## src/rtl/mux_rr_n.sv

```systemverilog
// mux_rr_n: N-channel, W-bit registered stream multiplexer.
// One beat per cycle is picked either by an external select (MODE=0) or by a
// fair round-robin arbiter (MODE=1) and held in a one-entry output register.
//
// Ports:
//   clk, rst          clock, asynchronous active-high reset
//   in_data  [N*W]    channel k at bits [k*W +: W]
//   in_valid [N]      per-channel valid
//   in_ready [N]      per-channel ready (combinational, one-hot or zero)
//   sel      [CW]     channel select, MODE=0 only
//   out_data [W]      registered selected data
//   out_chan [CW]     registered index of the source channel
//   out_valid         output register holds a beat
//   out_ready         sink accepts the beat
module mux_rr_n #(
    parameter  int N    = 4,
    parameter  int W    = 8,
    parameter  int MODE = 1,
    localparam int CW   = $clog2(N)
) (
    input  logic           clk,
    input  logic           rst,
    input  logic [N*W-1:0] in_data,
    input  logic [N-1:0]   in_valid,
    output logic [N-1:0]   in_ready,
    input  logic [CW-1:0]  sel,
    output logic [W-1:0]   out_data,
    output logic [CW-1:0]  out_chan,
    output logic           out_valid,
    input  logic           out_ready
);

    // Index space is padded to a power of two so any CW-bit index is legal;
    // the padding channels are never valid.
    localparam int NP = 1 << CW;

    logic [W-1:0]  ch_data [NP];
    logic [NP-1:0] vld_pad;

    logic [W-1:0]  data_q, data_d;
    logic [CW-1:0] chan_q, chan_d;
    logic          valid_q, valid_d;
    logic [CW-1:0] ptr_q, ptr_d;

    logic          ld;
    logic          acc;
    logic          sel_vld;
    logic          rr_vld;
    logic [CW-1:0] rr_gnt;
    logic [CW-1:0] k_idx;
    logic          gnt_vld;
    logic [CW-1:0] gnt;

    for (genvar k = 0; k < NP; k++) begin : g_ch
        if (k < N) begin : g_real
            assign ch_data[k] = in_data[k*W +: W];
        end else begin : g_pad
            assign ch_data[k] = '0;
        end
    end

    assign vld_pad = NP'(in_valid);

    // Register may load when empty or being drained this same cycle.
    assign ld = !valid_q || out_ready;

    assign sel_vld = (int'(sel) < N) && vld_pad[sel];

    // Search order is ptr+1, ptr+2, ... ptr (mod N). Iterating from the
    // farthest offset down lets the nearest valid channel win last.
    always_comb begin
        rr_vld = 1'b0;
        rr_gnt = '0;
        k_idx  = '0;
        for (int i = N; i >= 1; i--) begin
            k_idx = CW'((int'(ptr_q) + i) % N);
            if (vld_pad[k_idx]) begin
                rr_vld = 1'b1;
                rr_gnt = k_idx;
            end
        end
    end

    assign gnt_vld = (MODE == 0) ? sel_vld : rr_vld;
    assign gnt     = (MODE == 0) ? sel : rr_gnt;

    // No handshake can complete while reset is held.
    assign acc = gnt_vld && ld && !rst;

    always_comb begin
        in_ready = '0;
        if (acc) begin
            in_ready = N'(1) << gnt;
        end
    end

    always_comb begin
        data_d  = data_q;
        chan_d  = chan_q;
        valid_d = valid_q;
        ptr_d   = ptr_q;
        if (acc) begin
            data_d  = ch_data[gnt];
            chan_d  = gnt;
            valid_d = 1'b1;
            if (MODE == 1) begin
                ptr_d = gnt;
            end
        end else if (out_ready) begin
            valid_d = 1'b0;
        end
    end

    // Pointer resets to N-1 so channel 0 has first priority.
    always_ff @(posedge clk or posedge rst) begin
        if (rst) begin
            data_q  <= '0;
            chan_q  <= '0;
            valid_q <= 1'b0;
            ptr_q   <= CW'(N - 1);
        end else begin
            data_q  <= data_d;
            chan_q  <= chan_d;
            valid_q <= valid_d;
            ptr_q   <= ptr_d;
        end
    end

    assign out_data  = data_q;
    assign out_chan  = chan_q;
    assign out_valid = valid_q;

endmodule

```

## config.mk

```make
export PLATFORM = sky130hd
export DESIGN_NAME = mux_rr_n
export DESIGN_NICKNAME = d
export VERILOG_FILES = /design/src/rtl/mux_rr_n.sv
export SDC_FILE = /design/constraint.sdc
export NUM_CORES = 1
export LEC_CHECK = 0
export CORE_MARGIN = 4
export CORE_UTILIZATION = 33
export DETAILED_ROUTE_END_ITERATION = 10
export HOLD_SLACK_MARGIN = 0.08
export PLACE_DENSITY_LB_ADDON = 0.05
export SYNTH_ARGS = -nofsm -noshare
export SYNTH_HDL_FRONTEND = slang
export SYNTH_SLANG_ARGS = --single-unit
export TNS_END_PERCENT = 5
```

## constraint.sdc

```tcl
create_clock -name clk -period 1.67 [get_ports clk]
set_clock_uncertainty 0.05 [all_clocks]
set_input_delay 0.2505 -clock clk [delete_from_list [all_inputs] [get_ports clk]]
set_output_delay 0.2505 -clock clk [all_outputs]
set_load 0.02 [all_outputs]
```

==> results of run 1 <==
path summary, 6_finish.rpt:
check | start | endpoint | slack [ns] | cells past startpoint
max in group asynchronous | rst | ptr_q[1] | 0.90 | 4
worst min register to register | out_chan[1] | out_chan[1] | 0.43 | 2
worst max-delay path | in_valid[1] | in_ready[0] | -0.37 | 8
worst min-delay path | rst | out_valid | 0.43 | 4
worst max register to register | ptr_q[1] | out_data[0] | -0.23 | 7
min in group clk | out_chan[1] | out_chan[1] | 0.43 | 2
placed cells by master, fill, tap and decap left out, types with 2 or more instances in the layout:
cell type,netlist,routed
clkdlybuf4s50_1,0,46
buf_4,1,26
nand2_1,14,14
o211ai_1,11,11
dfrtp_1,11,11
mux2i_1,9,9
a22oi_1,8,7
nor2_1,6,5
inv_1,3,3
clkbuf_4,0,3
nand2b_1,2,2
o21ai_2,2,2
a21oi_1,2,2
dlygate4sd2_1,0,2
dfstp_2,2,2
worst max-delay path, delay by kind of cell:
kind / cells / cell delay [ns]
AO/OA/AOI/OAI: 2 / 0.28
buffers and inverters: 4 / 1.05
AND/OR/NAND/NOR: 2 / 0.16
per-layer routing:
metal	track usage	vias to the layer above	wire, µm
met2	0.269	38	1400
met3	0.0404	7	209
met5	0	-	0
met1	0.230	464	1230
met4	0.0538	0	54
li1	-	489	-
flip-flops by register name, summed over array words and instances, names as in the netlist:
name and flops:
out_data 8, out_chan 2, ptr_q 2, out_valid 1
power by group through the flow:
stage	combinational [mW]	clock (mW)	sequential (mW)
floorplan	0.318	0	0.563
global placement	0.748	0	0.486
detailed placement	0.757	0	0.488
CTS	0.839	0.206	0.471
global route	0.903	0.225	0.487
finish	0.842	0.200	0.470
kinds of logic after synthesis:
| logic type | after synthesis |
|---|---|
| buf+inv | 9 |
| simple gates | 32 |
| mux | 9 |
| flops | 13 |
| compound gates | 30 |
final cells by class:
cell class	count	area [µm²]
Timing Repair Buffer	76	689
Inverter	3	11.3
Sequential cell	13	328
Fill cell	229	928
Clock buffer	4	26.3
Tap cell	30	37.5
Multi-Input combinational cell	71	524
repair_timing:
| action | CTS | global route |
|---|---|---|
| pin swaps | 6 | 3 |
| endpoints found under the setup margin | 16 | 17 |
| buffers inserted | 7 | 0 |
| gates resized for setup | 25 | 4 |
| hold buffers | 0 | 0 |
| cloned | 0 | 0 |
==> impl_metrics.tcl, run 1 <==
set metrics [dict create \
    fin_crit_ns 2.04 \
    start_util 0.355 \
    combPwrFrac 0.557 \
    p_leak_nw 0.705 \
    path_max_fanout 7 \
    failed_checks "negative setup slack" \
    clock.fmax_ghz 0.489 \
    num_vias 998 \
    cts_sinks 13 \
    dpl-instance-area_mm2 0.00154 \
    drt_wl_total_mm 2.89 \
    pre_cts_ws_ns -0.789 \
    htreeDepth 1 \
    synth_fa_ha_area_frac 0 \
    ys_async_sr_fraction 1.00 \
    crit_arrival_ns 1.74 \
    crit_path_cell_trace "clkdlybuf4s50_1, buf_4, a31oi_1, o211ai_1, buf_4, nand2_2, nor2_1, buf_4" \
    clk_latency_ns 0.27 \
    rsz0062_at_grt "true" \
    drc_errors 0 \
    routedWlPerCell_um 14.7 \
    ant_nets 0 \
    cts_root_buffer "clkbuf_4" \
    fin_setup_tns_ns -3.07 \
    fin_cells 197 \
    synth_commonest_cells "14 x nand2_1, 11 x dfrtp_1, 11 x o211ai_1" \
    p_sw_mw 0.554 \
    path_common_cell "buf_4" \
    slew_viol_final 0 \
    synth_compound_gate_area_share 0.266 \
    finalCritPeriodShare 1.22 \
    yosys.area_share.xor_xnor 0 \
    grt_usage 0.170 \
    ys_types 30 \
    synthSimpleGateAreaFrac 0.196 \
    grt_pass1_wl_mm 4.62 \
    dp_cells 186 \
    die_w_um 60.4 \
    p_int_mw 0.957 \
    relSlewSlack 0.674 \
    vias_per_cell 5.07 \
    numCtsBuffers 3 \
    clockBufferDepth 2 \
    setup_violations 14 \
    final-hold-violation-count 0 \
    p_clk_frac 0.132 \
    whs_ns 0.429 \
    die_h_um 60.4 \
    drv_cap 0 \
    clk_pin_slew_ns 0.09 \
    synthTopCellsByArea "dfrtp_1 30%, mux2i_1 10%, o211ai_1 9.1%, a22oi_1 6.6%, dfstp_2 5.8%" \
    drive_gt1_frac 0.269 \
    setup_ws_ns -0.375 \
    drt_iter0_drc 20 \
    ys_warn_count 0 \
    max_stage_delay_ns 0.53 \
    synth_top_family_by_area "compound AO/OA/AOI/OAI gates" \
    p_per_area_mw_per_mm2 935 \
    status "finished, violations left" \
    syn_nets 134 \
    nets 209 \
    yosysMostFrequentCell "nand2_1" \
    synth-seq-cells 13 \
    cp.required_ns 1.37 \
    synth.area.mux_share 0.0996 \
    crit_path_start_kind "input port" \
    areaGrowthSynthToFinish_pct 78.7 \
    hpwl_mm 2.18 \
    crit_type "input port to output pin" \
    grt_antenna_before_repair 0 \
    grt_max_degree 14 \
    finalPower_mw 1.51 \
    antenna_cells 0 \
    final_core_util 0.635 \
    slowest_stage "clkdlybuf4s50_1" \
    final_area_mm2 0.00162 \
    seq_area_frac_synth 0.362 \
    synth_ff_type "dfrtp_1" \
    die_area_mm2 0.00364 \
    port_buffers 53 \
    synth_area_um2 905 \
    grt_pass1_vias 1049 \
    synth_top_area_cell "dfrtp_1" \
    io_pins 56 \
    drt_first_pass_iters 4 \
    switching_share 0.367 \
    row_count 18 \
    postSynthAreaPerCell_um2 9.73 \
    synth_top_area_frac 0.304 \
    hold_class "input port to async pin" \
    cts_tree "built" \
    overflow 0 \
    worstMarginPinSlew_ns 0.487 \
    seq_power_share 0.311 \
    synth-edff-count 0 \
    coreArea_mm2 0.00254 \
    syn-instance-count 93 \
    ir_drop_v 0.000623 \
    end_kind "output pin" \
    gp_congestion 0.847 \
]
No activity file was read; power rests on OpenSTA's default activity.
==> run 2, diff against run 1 <==
- CELL_PAD_IN_SITES_DETAIL_PLACEMENT: not set -> 1
- CELL_PAD_IN_SITES_GLOBAL_PLACEMENT: not set -> 1
- CORE_MARGIN: 4 -> 3
- CORE_UTILIZATION: 33 -> 23
==> run 2 against run 1 <==
  * Count of clock-buffer cells in the layout is the same
  * Flip-flop and latch count did not move
  * Non-clock buffer count is 4 higher
  * Largest power group unchanged
  * Via count increased by 2.2%
  * Highest routed layer unchanged
  * Power increased by 13%
  * Routed wire length grew 14%
  * The run still ends with negative setup slack left
  * Design area increased by 9.8%
==> impl_metrics.tcl, run 2 (same netlist as run 1, synthesis figures left out) <==
set metrics [dict create \
    status "finished, violations left" \
    failed_checks "negative setup slack" \
    clk_pin_slew_ns 0.06 \
    die_area_mm2 0.00472 \
    finalCritPeriodShare 1.21 \
    worstMarginPinSlew_ns 0.378 \
    cts_root_buffer "clkbuf_8" \
    cts_tree "built" \
    final_area_mm2 0.00178 \
    die_w_um 68.7 \
    cp.required_ns 1.37 \
    finalPower_mw 1.71 \
    slew_viol_final 0 \
    rsz0062_at_grt "true" \
    dpl-instance-area_mm2 0.00157 \
    start_util 0.243 \
    areaGrowthSynthToFinish_pct 96.3 \
    setup_violations 14 \
    relSlewSlack 0.746 \
    final_cell_mix "45 x clkdlybuf4s50_1, 22 x buf_4, 14 x nand2_1, 11 x o211ai_1, 11 x dfrtp_1" \
    drt_iter0_drc 41 \
    routedWlPerCell_um 15.1 \
    drt_first_pass_iters 4 \
    grt_usage 0.148 \
    antenna_cells 0 \
    hpwl_mm 2.56 \
    fin_setup_tns_ns -3.19 \
    grt_max_degree 14 \
    cts_sinks 13 \
    crit_arrival_ns 1.72 \
    p_leak_nw 0.750 \
    largest_reg_flops 8 \
    io_pins 56 \
    clock.fmax_ghz 0.494 \
    grt_antenna_before_repair 0 \
    drv_cap 0 \
    grt_pass1_wl_mm 5.00 \
    nets 213 \
    coreArea_mm2 0.00372 \
    dp_cells 205 \
    row_count 22 \
    vias_per_cell 4.66 \
    numCtsBuffers 3 \
    grt_pass1_vias 1076 \
    clk_latency_ns 0.25 \
    final-hold-violation-count 0 \
    ir_drop_v 0.000458 \
    end_kind "output pin" \
    gp_congestion 0.684 \
    fin_crit_ns 2.03 \
    hold_class "flop to flop" \
    die_h_um 68.7 \
    crit_path_start_kind "flop" \
    drt_wl_total_mm 3.31 \
    final_common_cell "clkdlybuf4s50_1" \
    port_buffers 53 \
    drive_gt1_frac 0.333 \
    crit_type "flop to output pin" \
    clockBufferDepth 2 \
    htreeDepth 1 \
    setup_ws_ns -0.355 \
    path_max_fanout 6 \
    fin_cells 219 \
    overflow 0 \
    ant_nets 0 \
    drc_errors 0 \
    p_per_area_mw_per_mm2 962 \
    pre_cts_ws_ns -0.825 \
    num_vias 1020 \
]
## run 2: cell count changes in the layout (fill, tap and decap cells not counted), moves of 2 or more
| cell | delta |
|---|---|
| a22oi_1 | -3 |
| a22oi_2 | +3 |
| buf_4 | -4 |
| buf_6 | +6 |
| buf_8 | +2 |
| clkbuf_4 | -3 |
| clkbuf_8 | +3 |
| dlygate4sd2_1 | +2 |
## run 2: path summary, 6_finish.rpt
kind                        startpoint     endpoint  slack (ns)  cells past startpoint
max reg2reg                   ptr_q[1]  out_data[6]       -0.26                      9
max in group asynchronous          rst  out_data[3]        0.70                      4
min in group asynchronous          rst  out_data[0]        0.46                      3
min reg2reg                out_chan[1]  out_chan[1]        0.44                      2
max                           ptr_q[1]  in_ready[3]       -0.36                      4
min                        out_chan[1]  out_chan[1]        0.44                      2
## run 2: worst max-delay path: stages (launching register included)
cell       delay (ns)
dfstp_2          0.62
buf_6            0.14
o21ai_2          0.07
a2111oi_4        0.43
buf_4            0.21
## run 2: routing by layer
metal / wire (µm) / GRT usage / vias up
met5: 0 / 0 / -
met4: 70 / 0.0754 / 0
met1: 1300 / 0.168 / 483
met3: 218 / 0.0340 / 6
li1: - / - / 497
met2: 1720 / 0.259 / 34
## run 2: cell type report
cell class	count	area (µm²)
well taps	48	60.1
flip-flops and latches	13	328
repair buffers	80	759
inverters	3	13.8
multi-input cells	71	569
clock buffers	4	45.0
fillers	466	1940
## run 2: power breakdown
group | switching (mW) | internal (mW)
registers | 0.0652 | 0.416
logic | 0.425 | 0.511
clock network | 0.121 | 0.169
total | 0.611 | 1.10
## run 2: what timing repair did
| item | CTS | global route |
|---|---|---|
| setup endpoints to repair | 16 | 16 |
| buffers inserted | 7 | 3 |
| gates resized for setup | 39 | 15 |
| hold buffers | 0 | 0 |
| cloned | 0 | 0 |
| pin swaps | 10 | 12 |
## run 2: metrics by stage
stage	util	hold slack [ns]
after floorplan	-	0.0760
after global placement	0.421	0.411
after detailed placement	0.421	0.425
after CTS	0.457	0.452
after global routing	0.478	0.465
final	0.478	0.441
